--- config.mk ---
export PLATFORM = sky130hd
export DESIGN_NAME = crossbar_rr_flat
export DESIGN_NICKNAME = d
export VERILOG_FILES = /design/src/rtl/crossbar_rr_if.sv /design/src/rtl/crossbar_rr.sv /design/src/flat_wrapper.sv
export SDC_FILE = /design/constraint.sdc
export NUM_CORES = 1
export LEC_CHECK = 0
export ABC_AREA = 0
export CAP_MARGIN = 20
export CELL_PAD_IN_SITES_DETAIL_PLACEMENT = 0
export CELL_PAD_IN_SITES_GLOBAL_PLACEMENT = 2
export CORE_AREA = 2 2 309 311
export DETAILED_ROUTE_END_ITERATION = 6
export DIE_AREA = 0 0 311 313
export PLACE_DENSITY_LB_ADDON = 0.12
export SLEW_MARGIN = 25
export SYNTH_ARGS = -nofsm -noshare
export SYNTH_HDL_FRONTEND = slang
export SYNTH_SLANG_ARGS = --single-unit
--- constraint.sdc ---
create_clock -name clk -period 3.1 [get_ports clk]
set_input_delay 0.62 -clock clk [delete_from_list [all_inputs] [get_ports clk]]
set_output_delay 0.62 -clock clk [all_outputs]
set_load 0.01 [all_outputs]
--- src/rtl/crossbar_rr_if.sv ---
// Master-side and slave-side request/response buses of the crossbar_rr switch.
// The crossbar connects through the slave modport; the surrounding masters and slaves use the master modport.
interface crossbar_rr_if #(
    parameter int M  = 4,
    parameter int S  = 4,
    parameter int DW = 32,
    parameter int AW = 32
);
    localparam int SAW = AW - $clog2(S);

    logic [M-1:0]                m_req;
    logic [M-1:0]                m_cmd;
    logic [M-1:0][AW-1:0]        m_addr;
    logic [M-1:0][DW-1:0]        m_wdata;
    logic [M-1:0]                m_ack;
    logic [M-1:0]                m_resp;
    logic [M-1:0][DW-1:0]        m_rdata;

    logic [S-1:0]                s_req;
    logic [S-1:0]                s_cmd;
    logic [S-1:0][SAW-1:0]       s_addr;
    logic [S-1:0][DW-1:0]        s_wdata;
    logic [S-1:0]                s_ack;
    logic [S-1:0]                s_resp;
    logic [S-1:0][DW-1:0]        s_rdata;

    modport slave (
        input  m_req, m_cmd, m_addr, m_wdata, s_ack, s_resp, s_rdata,
        output m_ack, m_resp, m_rdata, s_req, s_cmd, s_addr, s_wdata
    );

    modport master (
        output m_req, m_cmd, m_addr, m_wdata, s_ack, s_resp, s_rdata,
        input  m_ack, m_resp, m_rdata, s_req, s_cmd, s_addr, s_wdata
    );
endinterface

--- src/rtl/crossbar_rr.sv ---
// M x S request/response crossbar with one round-robin arbiter FSM per slave port.
// Optional macro CROSSBAR_TIMEOUT_EN adds a per-slave response timeout returning all-ones data.
module crossbar_rr #(
    parameter int M       = 4,
    parameter int S       = 4,
    parameter int DW      = 32,
    parameter int AW      = 32,
    parameter int TIMEOUT = 16
) (
    input  logic           clk,
    input  logic           rst,
    crossbar_rr_if.slave   bus
);
    localparam int SW  = $clog2(S);
    localparam int SAW = AW - SW;
    localparam int GW  = (M > 1) ? $clog2(M) : 1;

    typedef enum logic [1:0] {
        ST_IDLE = 2'd0,
        ST_REQ  = 2'd1,
        ST_WAIT = 2'd2
    } state_t;

    state_t              state_r [S];
    state_t              state_s [S];
    logic [GW-1:0]       grant_r [S];
    logic [GW-1:0]       grant_s [S];
    logic [GW-1:0]       last_r  [S];
    logic [GW-1:0]       last_s  [S];
    logic [S-1:0]        done_s;
    logic [S-1:0][DW-1:0] done_data_s;

`ifdef CROSSBAR_TIMEOUT_EN
    localparam logic [7:0] TMO_LAST = 8'(TIMEOUT - 1);
    logic [7:0]          cnt_r [S];
    logic [7:0]          cnt_s [S];
`endif

    // Completion of the current slave transaction: real response, or timeout with all-ones data.
    always_comb begin
        for (int s = 0; s < S; s++) begin
`ifdef CROSSBAR_TIMEOUT_EN
            done_s[s]      = bus.s_resp[s] | ((state_r[s] == ST_WAIT) && (cnt_r[s] == TMO_LAST));
            done_data_s[s] = bus.s_resp[s] ? bus.s_rdata[s] : {DW{1'b1}};
`else
            done_s[s]      = bus.s_resp[s];
            done_data_s[s] = bus.s_rdata[s];
`endif
        end
    end

    // Arbiter state, grant and round-robin pointer registers.
    always_ff @(posedge clk or posedge rst) begin
        if (rst) begin
            for (int s = 0; s < S; s++) begin
                state_r[s] <= ST_IDLE;
                grant_r[s] <= '0;
                last_r[s]  <= GW'(M - 1);
`ifdef CROSSBAR_TIMEOUT_EN
                cnt_r[s]   <= 8'd0;
`endif
            end
        end else begin
            for (int s = 0; s < S; s++) begin
                state_r[s] <= state_s[s];
                grant_r[s] <= grant_s[s];
                last_r[s]  <= last_s[s];
`ifdef CROSSBAR_TIMEOUT_EN
                cnt_r[s]   <= cnt_s[s];
`endif
            end
        end
    end

    // Next-state logic; descending scan so the candidate closest after last_grant wins.
    always_comb begin
        logic [GW-1:0] cand;
        logic          hit;
        cand = '0;
        hit  = 1'b0;
        for (int s = 0; s < S; s++) begin
            state_s[s] = state_r[s];
            grant_s[s] = grant_r[s];
            last_s[s]  = last_r[s];
`ifdef CROSSBAR_TIMEOUT_EN
            cnt_s[s]   = 8'd0;
`endif
            case (state_r[s])
                ST_IDLE: begin
                    for (int k = M - 1; k >= 0; k--) begin
                        cand       = GW'((int'(last_r[s]) + 1 + k) % M);
                        hit        = bus.m_req[cand] && (bus.m_addr[cand][AW-1 -: SW] == SW'(s));
                        grant_s[s] = hit ? cand : grant_s[s];
                        last_s[s]  = hit ? cand : last_s[s];
                        state_s[s] = hit ? ST_REQ : state_s[s];
                    end
                end
                ST_REQ: begin
                    state_s[s] = bus.s_ack[s] ? ST_WAIT : ST_REQ;
                end
                ST_WAIT: begin
                    state_s[s] = done_s[s] ? ST_IDLE : ST_WAIT;
`ifdef CROSSBAR_TIMEOUT_EN
                    cnt_s[s]   = done_s[s] ? 8'd0 : (cnt_r[s] + 8'd1);
`endif
                end
                default: begin
                    state_s[s] = ST_IDLE;
                end
            endcase
        end
    end

    // Combinational routing between the granted master and its slave.
    always_comb begin
        bus.m_ack   = '0;
        bus.m_resp  = '0;
        bus.m_rdata = '0;
        bus.s_req   = '0;
        bus.s_cmd   = '0;
        bus.s_addr  = '0;
        bus.s_wdata = '0;
        for (int s = 0; s < S; s++) begin
            case (state_r[s])
                ST_REQ: begin
                    bus.s_req[s]            = 1'b1;
                    bus.s_cmd[s]            = bus.m_cmd[grant_r[s]];
                    bus.s_addr[s]           = bus.m_addr[grant_r[s]][SAW-1:0];
                    bus.s_wdata[s]          = bus.m_wdata[grant_r[s]];
                    bus.m_ack[grant_r[s]]   = bus.s_ack[s];
                end
                ST_WAIT: begin
                    bus.m_resp[grant_r[s]]  = done_s[s];
                    bus.m_rdata[grant_r[s]] = done_s[s] ? done_data_s[s] : {DW{1'b0}};
                end
                default: begin
                    bus.s_req[s]            = 1'b0;
                end
            endcase
        end
    end
endmodule

--- src/flat_wrapper.sv ---
// flat-port wrapper written by rule: the top's interface ports become plain ports
module crossbar_rr_flat 
#(
    parameter int M       = 4,
    parameter int S       = 4,
    parameter int DW      = 32,
    parameter int AW      = 32,
    parameter int TIMEOUT = 16
)
  (clk, rst, bus_m_req, bus_m_cmd, bus_m_addr, bus_m_wdata, bus_s_ack, bus_s_resp, bus_s_rdata, bus_m_ack, bus_m_resp, bus_m_rdata, bus_s_req, bus_s_cmd, bus_s_addr, bus_s_wdata);
  crossbar_rr_if #(.M(M), .S(S), .DW(DW), .AW(AW)) bus_i ();
  input  logic clk;
  input  logic rst;
  input wire logic [$bits(bus_i.m_req)-1:0] bus_m_req;
  input wire logic [$bits(bus_i.m_cmd)-1:0] bus_m_cmd;
  input wire logic [$bits(bus_i.m_addr)-1:0] bus_m_addr;
  input wire logic [$bits(bus_i.m_wdata)-1:0] bus_m_wdata;
  input wire logic [$bits(bus_i.s_ack)-1:0] bus_s_ack;
  input wire logic [$bits(bus_i.s_resp)-1:0] bus_s_resp;
  input wire logic [$bits(bus_i.s_rdata)-1:0] bus_s_rdata;
  output wire logic [$bits(bus_i.m_ack)-1:0] bus_m_ack;
  output wire logic [$bits(bus_i.m_resp)-1:0] bus_m_resp;
  output wire logic [$bits(bus_i.m_rdata)-1:0] bus_m_rdata;
  output wire logic [$bits(bus_i.s_req)-1:0] bus_s_req;
  output wire logic [$bits(bus_i.s_cmd)-1:0] bus_s_cmd;
  output wire logic [$bits(bus_i.s_addr)-1:0] bus_s_addr;
  output wire logic [$bits(bus_i.s_wdata)-1:0] bus_s_wdata;
  assign bus_i.m_req = bus_m_req;
  assign bus_i.m_cmd = bus_m_cmd;
  assign bus_i.m_addr = bus_m_addr;
  assign bus_i.m_wdata = bus_m_wdata;
  assign bus_i.s_ack = bus_s_ack;
  assign bus_i.s_resp = bus_s_resp;
  assign bus_i.s_rdata = bus_s_rdata;
  assign bus_m_ack = bus_i.m_ack;
  assign bus_m_resp = bus_i.m_resp;
  assign bus_m_rdata = bus_i.m_rdata;
  assign bus_s_req = bus_i.s_req;
  assign bus_s_cmd = bus_i.s_cmd;
  assign bus_s_addr = bus_i.s_addr;
  assign bus_s_wdata = bus_i.s_wdata;
  crossbar_rr #(.M(M), .S(S), .DW(DW), .AW(AW), .TIMEOUT(TIMEOUT)) u_core (.clk(clk), .rst(rst), .bus(bus_i));
endmodule
==> results of run 1 <==
-- metrics by stage --
step,setup WS [ns],instances
4_1_cts,-0.02290,3665
3_3_place_gp,-0.6942,3635
6_report,0.007429,3694
5_1_grt,-0.1045,3687
3_5_place_dp,-0.6756,3635
2_1_floorplan,0.7208,1670
-- timing repair --
action                                  4_1_cts  5_1_grt
pin swaps                                    11       16
gates resized for setup                     209      196
gates cloned                                  7        2
endpoints found under the setup margin      215      123
setup buffers                                19       15
-- sequential cells by signal, indices dropped and copies added, names as in the netlist --
signal / flops
u_core.last_r: 8
u_core.grant_r: 8
u_core.state_r: 8
-- cells by family after synthesis --
family	synth area share, %
simple gates	28.70
compound gates	19.10
mux	40.44
buf+inv	7.202
flops	4.302
xor+xnor	0.2469
-- worst max path at each step --
stage / startpoint / to / cells after the start
3_5_place_dp: bus_s_resp[0] / bus_m_rdata[122] / 9
6_report: bus_m_wdata[70] / bus_s_wdata[6] / 4
2_1_floorplan: bus_s_resp[0] / bus_m_rdata[45] / 7
5_1_grt: bus_s_resp[0] / bus_m_rdata[111] / 11
4_1_cts: u_core.grant_r[4]$_DFFE_PP0P_ / bus_s_wdata[33] / 4
3_3_place_gp: bus_s_resp[0] / bus_m_rdata[122] / 9
-- power by group --
part	switching (uW)	total (uW)	internal, uW
clock network	123	321	198
logic	9120	17800	8710
registers	334	872	538
total	9580	19000	9440
-- cells in the final DEF, fill, tap and decap left out, drive strengths merged, types with 5 or more instances in the layout --
master           n
clkdlybuf4s50  622
and2           286
o21ai          272
mux4           252
buf            178
nand3          139
o211ai          68
nand4           66
and3            65
dlygate4sd2     65
o22ai           64
clkbuf          64
nand2           54
nor2            31
dlymetal6s2s    21
dfrtp           16
clkdlybuf4s15   14
diode           12
nand2b          12
inv             12
a21oi            9
nand3b           8
dfstp            8
a31oi            7
a21o             6
nor4bb           5
nor3b            5
-- per-layer routing --
layer / vias up / wire length [um]
li1: 8127 / -
met1: 9498 / 47890
met2: 782 / 60650
met3: 82 / 7556
met4: 10 / 1999
met5: - / 57
-- worst reg2reg max path, cell delays in order (launching register included) --
cell and delay [ns]:
sky130_fd_sc_hd__dfstp_2 0.63, sky130_fd_sc_hd__mux2_1 0.34, sky130_fd_sc_hd__a221o_1 0.34, sky130_fd_sc_hd__xor2_1 0.21, sky130_fd_sc_hd__o21ai_1 0.09
-- final cells by class --
| cell class | count | area share, % |
|---|---|---|
| timing repair buffer | 964 | 39.38 |
| tap | 1265 | 6.351 |
| antenna | 12 | 0.1205 |
| clock buffer | 4 | 0.3565 |
| multi-input combinational | 1413 | 51.03 |
| inverter | 12 | 0.1807 |
| sequential | 24 | 2.581 |
==> flow_summary_export.csv, run 1 <==
group,metric,value,unit
die,die_h,313,um
sta,report.final.hold_viol_count,0,
synthesis,ys_flop_type,"sky130_fd_sc_hd__dfrtp_1",
sta,max_freq,323.4,MHz
critical_path,critical_path.reg2reg.endpoint,"u_core.grant_r[7]$_DFFE_PP0P_",
synthesis,syn-cell-area,0.01419,mm^2
synthesis,async_reset_ff_share,100.0,%
status,outcome,"finished clean",
die,floorplan.die.width,311,um
clock_tree,clockRootBuffer,"sky130_fd_sc_hd__clkbuf_16",
synthesis,syn-mean-instance-area,8.499,um^2
synthesis,seq_area_frac_synth,4.302,%
cells_and_area,layout.nets,2820,
detailed_routing,drt_drc_violations_left,0,
sta,final.hold.worst_slack,0.5667,ns
clock_tree,tritoncts,"yes",
die,die_area,0.09734,mm^2
critical_path,r2r_cells,4,
critical_path,worst_setup_path_start_kind,"input pin",
critical_path,timing.critical_path.buf_inv,2,
clock_tree,cts.clk_slew.worst_paths,0.07,ns
detailed_routing,firstDrtPassIters,5,
sta,worst_slew_pin_slew,0.6627,ns
detailed_routing,starting_drt_drc_count,1502,
critical_path,cpMaxStageDelayCell,"sky130_fd_sc_hd__mux4_2",
global_route,grt_use_met2,41.57,%
synthesis,synth_edf_count,0,
sta,fin_setup_tns,0,ns
critical_path,worst_path_dominant_cell_family,"buffers and inverters",
sta,setup_viol,0,
worst_hold_path,holdCritPathClass,"flop to flop",
critical_path,timing.reg2reg.setup_slack,1.35,ns
cells_and_area,fillers,10140,
die,core,0.09416,mm^2
cells_and_area,syn2layout_area_growth,75.57,%
synthesis,yosys.cell_count.top_type,"sky130_fd_sc_hd__and2_1",
global_route,global_route_wire_length_before_repair,159.9,mm
global_route,grt_antenna_before_repair,30,
sta,final_period_minus_worst_setup_slack,3.093,ns
die,start_util,15.07,%
power,p_total,19020,uW
place,port-buffer-count,793,
detailed_routing,antenna_left,0,
worst_hold_path,hold_path_end,"u_core.grant_r[0]$_DFFE_PP0P_",
synthesis,synth-seq-cells,24,
detailed_routing,wl,118.2,mm
synthesis,ys_top_cells_by_count,"sky130_fd_sc_hd__and2_1 (284), sky130_fd_sc_hd__mux4_2 (252), sky130_fd_sc_hd__o21ai_0 (208)",
sta,maxSlewHeadroom,55.82,%
place,placement.cell_area,0.02440,mm^2
sta,finClkSkew,0.001538,ns
global_route,largest_net_degree_at_the_start_of_global_routing,70,
power,leakagePower,0.009268,uW
synthesis,post_synth_main_area_contributors,"sky130_fd_sc_hd__mux4_2 (40%), sky130_fd_sc_hd__and2_1 (13%), sky130_fd_sc_hd__o21ai_0 (7.3%), sky130_fd_sc_hd__nand3_1 (4.8%), sky130_fd_sc_hd__o211ai_1 (3.6%)",
cells_and_area,multiInputGateArea,0.01272,mm^2
die,core.rowCount,113,
power,ir_drop_worst_case_vdd,0.4589,mV
place,routabilityCongestion,0.9865,
critical_path,critical_path.endpoint_type,"primary output",
synthesis,synth_cells,1670,
synthesis,synth_top_area_cell,"sky130_fd_sc_hd__mux4_2",
cells_and_area,area.sequential,643.1,um^2
clock_tree,cts-hold-fix-buffers,0,
detailed_routing,dr_total_vias,18500,
die,pin_count,794,
detailed_routing,routed_via_density,5.008,
sta,period_share,99.76,%
synthesis,library_cells_used_by_synthesis,66,
critical_path,r2r_start,"u_core.last_r[7]$_DFFE_PP1P_",
critical_path,worstPathRequired,2.48,ns
cells_and_area,final_core_util,26.47,%
worst_hold_path,timing.hold.worst_path_depth,2,
clock_tree,cts_inserted_buffers,3,
sta,finalMaxSlewViolations,0,
cells_and_area,layout.cell_area.non_filler,0.02492,mm^2
clock_tree,insertion_delay,0.26,ns
critical_path,timing.critical_path.fanout_max,4,
global_route,grt.met1_usage,28.45,%
global_route,grt_pass1_vias,18360,
global_route,global_route.peak_usage_layer,"met2",
place,place_hpwl,90.08,mm
critical_path,worstPathCellList,"clkdlybuf4s50_1 > mux4_2 > and2_1 > clkdlybuf4s50_1",
global_route,gr-usage-met3,4.545,%
critical_path,timing.setup.critical_path_class,"input pin to primary output",
synthesis,mappedNetlistNets,2072,
critical_path,arrival,2.47,ns
global_route,track_usage,22.93,%
clock_tree,cts_buffer_depth,2,
cells_and_area,final_layout_size_suffix_gt1_share,23.50,%
flow_run,cap_viol_max_count,0,
power,power_per_cell_area,763.1,mW/mm^2
clock_tree,cts.sink_count,24,
synthesis,yosys.area.top_type_share,39.99,%
detailed_routing,avgRoutedWirePerCell,31.98,um
synthesis,synthesis.yosys.warnings,0,
critical_path,critical_path_max_stage_delay,0.62,ns
worst_hold_path,timing.hold.worst.start,"u_core.last_r[0]$_DFFE_PP1P_",
critical_path,worst_path_most_repeated_cell,"sky130_fd_sc_hd__clkdlybuf4s50_1",
clock_tree,cts.htree.levels,1,
sta,grt_setup_unrepaired,"true",
global_route,globalRoute.totalOverflow,0,
No activity file was read; power rests on OpenSTA's default activity.
==> run 2: changes to the inputs <==
--- a/config.mk
+++ b/config.mk
@@ -13,6 +13,7 @@
 export DETAILED_ROUTE_END_ITERATION = 6
 export DIE_AREA = 0 0 311 313
 export PLACE_DENSITY_LB_ADDON = 0.12
+export SKIP_LAST_GASP = 1
 export SLEW_MARGIN = 25
 export SYNTH_ARGS = -nofsm -noshare
 export SYNTH_HDL_FRONTEND = slang
==> flow_summary_export.csv, run 2 (synthesis gave the netlist of run 1 again) <==
group,metric,value,unit
status,outcome,"finished with violations",
status,failed_checks,"setup timing",
cells_and_area,layout_common_cells,"sky130_fd_sc_hd__clkdlybuf4s50_1 (639), sky130_fd_sc_hd__and2_1 (280), sky130_fd_sc_hd__mux4_2 (252)",
detailed_routing,routed_via_density,5.012,
global_route,grt_antenna_before_repair,30,
die,floorplan.die.width,311,um
clock_tree,insertion_delay,0.26,ns
power,sw_frac_of_total,50.27,%
sta,grt_setup_unrepaired,"true",
cells_and_area,layout.cells.most_common,"sky130_fd_sc_hd__clkdlybuf4s50_1",
power,comb_power_share,93.7,%
place,placement.cell_area,0.02440,mm^2
place,port-buffer-count,793,
detailed_routing,avgRoutedWirePerCell,32.03,um
cells_and_area,finalNonFillerCells,3695,
detailed_routing,starting_drt_drc_count,1473,
power,power.clock.fraction,1.7,%
die,pin_count,794,
place,dpl_worst_slack,-0.6756,ns
detailed_routing,dr_total_vias,18520,
cells_and_area,syn2layout_area_growth,75.54,%
global_route,global_route_wire_length_before_repair,159.9,mm
critical_path,arrival,2.52,ns
sta,finClkSkew,0.002034,ns
sta,final_period_minus_worst_setup_slack,3.136,ns
critical_path,cpMaxStageDelayCell,"sky130_fd_sc_hd__mux4_2",
place,placedCellCount,3635,
sta,finalMaxSlewViolations,0,
worst_hold_path,holdCritPathClass,"flop to flop",
critical_path,worst_path_dominant_cell_family,"buffers and inverters",
sta,max_freq,318.9,MHz
critical_path,timing.setup.critical_path_class,"flop to primary output",
place,routabilityCongestion,0.9865,
critical_path,worstPathRequired,2.48,ns
die,die_h,313,um
clock_tree,cts.sink_count,24,
die,core,0.09416,mm^2
cells_and_area,reg_top3,"u_core.grant_r: 8 flops, u_core.last_r: 8 flops, u_core.state_r: 8 flops",
global_route,grt_pass1_vias,18360,
power,ir_drop_worst_case_vdd,0.4225,mV
cells_and_area,final_layout_size_suffix_gt1_share,23.39,%
sta,setup_viol,5,
sta,worst_slew_pin_slew,0.6533,ns
sta,maxSlewHeadroom,56.45,%
critical_path,timing.reg2reg.setup_slack,1.32,ns
sta,report.final.hold_viol_count,0,
power,leakagePower,0.009106,uW
critical_path,timing.critical_path.fanout_max,17,
sta,period_share,101.2,%
clock_tree,cts_inserted_buffers,3,
clock_tree,cts-hold-fix-buffers,0,
critical_path,timing.critical_path.buf_inv,2,
cells_and_area,layout.nets,2819,
global_route,largest_net_degree_at_the_start_of_global_routing,70,
cells_and_area,layout.cell_area.non_filler,0.02492,mm^2
detailed_routing,antenna_left,0,
die,die_area,0.09734,mm^2
detailed_routing,firstDrtPassIters,7,
clock_tree,clockRootBuffer,"sky130_fd_sc_hd__clkbuf_16",
critical_path,worst_setup_path_start_kind,"flop",
flow_run,cap_viol_max_count,0,
clock_tree,cts.htree.levels,1,
clock_tree,tritoncts,"yes",
power,net-switching-power,9586,uW
cells_and_area,final_core_util,26.46,%
critical_path,critical_path.endpoint_type,"primary output",
sta,setup_slack,-0.03626,ns
die,core.rowCount,113,
power,power_per_cell_area,765.4,mW/mm^2
power,seq_power_share,4.7,%
detailed_routing,drt_drc_violations_left,0,
critical_path,worstPathCellList,"bufbuf_16 > mux4_2 > and2_1 > clkdlybuf4s50_1",
global_route,globalRoute.totalOverflow,0,
die,start_util,15.07,%
clock_tree,cts_buffer_depth,2,
global_route,track_usage,22.93,%
critical_path,critical_path_max_stage_delay,0.61,ns
clock_tree,cts.clk_slew.worst_paths,0.07,ns
place,place_hpwl,90.08,mm
power,internal_power,9483,uW
detailed_routing,wl,118.4,mm
## run 2: worst register-to-register path, delay by kind of cell, from the launching register on
kind	cells	cell delay, ns
AOI/OAI and AO/OA	2	0.43
DFF	1	0.63
muxes	1	0.34
xor gates and xnor gates	1	0.24
## run 2: metal layers
| metal | track usage (%) | up-vias | share of wire (%) |
|---|---|---|---|
| li1 | - | 8128 | - |
| met1 | 28.45 | 9470 | 40 |
| met2 | 41.57 | 822 | 51 |
| met3 | 4.545 | 91 | 6.5 |
| met4 | 3.513 | 10 | 1.7 |
| met5 | 0 | - | 0.051 |
## run 2: stage by stage
stage          setup TNS (ns)  total power (uW)  hold WS, ns
2_1_floorplan               0              9036       0.5061
3_3_place_gp           -63.63             18550       0.5449
3_5_place_dp           -61.93             18430       0.5583
4_1_cts               -0.4643             19090       0.5691
5_1_grt                -1.739             20040       0.5827
6_report             -0.07625             19070       0.5658
## run 2: final timing paths
path | startpoint | to | cells past startpoint
max | u_core.grant_r[4]$_DFFE_PP0P_ | bus_s_wdata[52] | 4
max reg2reg | u_core.last_r[7]$_DFFE_PP1P_ | u_core.grant_r[7]$_DFFE_PP0P_ | 4
min reg2reg | u_core.last_r[0]$_DFFE_PP1P_ | u_core.grant_r[0]$_DFFE_PP0P_ | 2
min | u_core.last_r[0]$_DFFE_PP1P_ | u_core.grant_r[0]$_DFFE_PP0P_ | 2
min in group asynchronous | rst | u_core.grant_r[5]$_DFFE_PP0P_ | 2
max in group asynchronous | rst | u_core.last_r[5]$_DFFE_PP1P_ | 3
## run 2: power by group through the flow
stage / Clock (uW) / Combinational [uW] / Sequential (uW)
2_1_floorplan: 0 / 8430 / 605
4_1_cts: 330 / 17900 / 879
3_5_place_dp: 0 / 17600 / 874
3_3_place_gp: 0 / 17700 / 869
6_report: 319 / 17900 / 887
5_1_grt: 342 / 18800 / 930
## run 2: layout make-up
| class | instances | area (um^2) |
|---|---|---|
| Antenna cell | 14 | 35.03 |
| Fill cell | 10140 | 69250 |
| Clock buffer | 4 | 88.84 |
| Inverter | 12 | 45.04 |
| Tap cell | 1265 | 1583 |
| Timing Repair Buffer | 963 | 9804 |
| Sequential cell | 24 | 641.9 |
| Multi-Input combinational cell | 1413 | 12720 |
## run 2: repair_timing
item / 4_1_cts / 5_1_grt
setup endpoints to repair: 215 / 151
pin swaps: 11 / 16
buffers inserted: 19 / 13
resized for setup: 198 / 183
cloned: 7 / 3
==> edit: new RTL, config.mk and constraints of run 2 <==
Add a define of `CROSSBAR_TIMEOUT_EN`.
--- a/src/rtl/crossbar_rr.sv
+++ b/src/rtl/crossbar_rr.sv
@@ -1,4 +1,6 @@
 // M x S request/response crossbar with one round-robin arbiter FSM per slave port.
 // Optional macro CROSSBAR_TIMEOUT_EN adds a per-slave response timeout returning all-ones data.
+`define CROSSBAR_TIMEOUT_EN
+
 module crossbar_rr #(
     parameter int M       = 4,
Check against the original RTL: not settled (the Yosys comparison gave no result); the edit may change what the design does.
==> edit against run 2 <==
- critical endpoint is now bus_m_rdata[39]
- the flow still finishes with violations (negative setup slack)
- routed wire length is 2.8% higher
- largest cell class unchanged
- largest power group unchanged
- via count is 5.3% higher
- utilization is 4.0 points higher
- first-iteration DRC count is 0.95% lower
- count of clock-buffer cells in the layout is 3 higher
- setup slack worse by 0.16 ns
- die area stayed put
- combinational power is 6% higher
- design area is 15% higher
- non-clock buffer count is 141 higher
- sequential cell count is 32 higher
- area after synthesis is 12% higher
- global-route usage is 0.064 points higher
- total power is 9.6% higher
==> edit: results (changes against run 2) <==
| Metric | Value |
|---|---|
| Initial antenna violation count | 29 (was 30) |
| Post-synth top cells | 256 x and2_1, 254 x mux4_2, 134 x o22ai_1, 129 x a22oi_1, 102 x a21oi_1 (was 284 x and2_1, 252 x mux4_2, 208 x o21ai_0, 137 x nand3_1, 125 x clkbuf_1) |
| Hold WS | 0.457 ns (was 0.566 ns) |
| Synth cell types | 72 (was 66) |
| Non-filler cells, final | 3826 (was 3695) |
| H-tree depth | 2 (was 1) |
| Sw Share | 0.484 (was 0.503) |
| Peak VDD IR | 0.404 mV (was 0.422 mV) |
| Detailed Place HPWL | 86.0 mm (was 90.1 mm) |
| R2r startpoint | u_core.last_r[6] (was u_core.last_r[7]) |
| NumNets Final | 2953 (was 2819) |
| Synth top area cells | mux4_2 36%, and2_1 10%, dfrtp_1 7.6%, a22oi_1 6.1%, o22ai_1 5.3% (was mux4_2 40%, and2_1 13%, o21ai_0 7.3%, nand3_1 4.8%, o211ai_1 3.6%) |
| Mapped Cells | 1632 (was 1670) |
| Worst Path Max Fanout | 7 (was 17) |
| Static leakage | 11.3 nW (was 9.11 nW) |
| CTS buffer count | 5 (was 3) |
| Status | complete, but fails checks (unchanged) |
| Largest net degree at the start of global routing | 66 (was 70) |
| Slowest stage delay, CP | 0.56 ns (was 0.61 ns) |
| RR Endpoint | u_core.grant_r[7] (unchanged) |
| Final worst slack | -0.194 ns (was -0.0363 ns) |
| Total track usage | 0.230 (was 0.229) |
| Worst-Margin Slew | 0.573 ns (was 0.653 ns) |
| Net count after synthesis | 2038 (was 2072) |
| Seq/Total Area, Yosys | 0.0890 (was 0.0430) |
| Fill count | 9898 (was 10143) |
| Failing checks | negative setup slack (unchanged) |
| Setup TNS | -6.36 ns (was -0.0762 ns) |
| GPL Wtd Cong | 0.857 (was 0.987) |
| Vias in the first global route | 19621 (was 18364) |
| Placed Area | 26600 um2 (was 24400 um2) |
| Clk_lat worst skew | 0.30 ns (was 0.26 ns) |
| Clk pwr | 0.584 mW (was 0.319 mW) |
| Seq pwr share | 0.062 (was 0.047) |
| First-pass GRT wire length | 162 mm (was 160 mm) |
| Routed WL per cell | 31.8 um (was 32.0 um) |
| CP delay by family, top | simple AND/OR/NAND/NOR gates (was buffers and inverters) |
| Final setup viols | 78 (was 5) |
| WHS Endpoint | u_core.cnt_r[8] (was u_core.grant_r[0]) |
| R2r setup slk | 1.03 ns (was 1.32 ns) |
| DP Cell Count | 3699 (was 3635) |
| Fraction of layout cells with a size suffix above 1 | 0.396 (was 0.234) |
| FF+latch area | 1440 um2 (was 642 um2) |
| CP arrival | 2.67 ns (was 2.52 ns) |
| Detailed Routing Iterations Pass 1 | 5 (was 7) |
| Hold Crit Start | u_core.cnt_r[8] (was u_core.last_r[0]) |
| DR vias | 19495 (was 18521) |
| Clock Skews | 0.00481 ns (was 0.00203 ns) |
| Slowest cell on the critical path | or4_4 (was mux4_2) |
-- edit: layout make-up --
cell class | count | share of cell area
inverters | 10 | 0.00148
diodes | 13 | 0.00113
clock buffers | 7 | 0.00462
flip-flops and latches | 56 | 0.0502
clock inverters | 1 | 0.000305
well taps | 1265 | 0.0551
repair buffers | 1104 | 0.393
multi-input cells | 1370 | 0.494
-- edit: worst max path at each step --
stage | startpoint | slack, ns | to | cells past startpoint
3_3_place_gp | bus_s_ack[0] | -0.30 | bus_m_ack[0] | 7
4_1_cts | u_core.cnt_r[21] | -0.43 | bus_m_rdata[28] | 8
2_1_floorplan | u_core.cnt_r[4] | 0.65 | bus_m_rdata[30] | 6
3_5_place_dp | bus_s_ack[0] | -0.27 | bus_m_ack[0] | 7
5_1_grt | u_core.cnt_r[21] | -0.30 | bus_m_rdata[22] | 12
6_report | u_core.cnt_r[21] | -0.19 | bus_m_rdata[39] | 11
-- edit: timing repair --
action                                  CTS  global route
setup buffers                            14            76
endpoints found under the setup margin  351           214
pin swaps                                 2           100
cloned                                    8            12
resized for setup                       143           577
-- edit: logic make-up (layout without fill, tap and decap cells) --
family / Yosys count / in the layout / synth area share
muxes: 261 / 261 / 0.365
and+or+nand+nor: 495 / 495 / 0.186
other: 0 / 13 / 0
buffers and inverters: 206 / 1122 / 0.0716
xor gates and xnor gates: 28 / 28 / 0.0155
adders and majority gates: 4 / 4 / 0.00316
DFF: 56 / 56 / 0.0890
AOI/OAI and AO/OA: 582 / 582 / 0.269
-- edit: per-layer routing --
layer / track usage / routed length [um] / vias to the layer above
li1: - / - / 8396
met1: 0.270 / 46400 / 9938
met2: 0.417 / 62100 / 940
met3: 0.0574 / 9020 / 191
met4: 0.0579 / 3890 / 30
met5: 0 / 193 / -
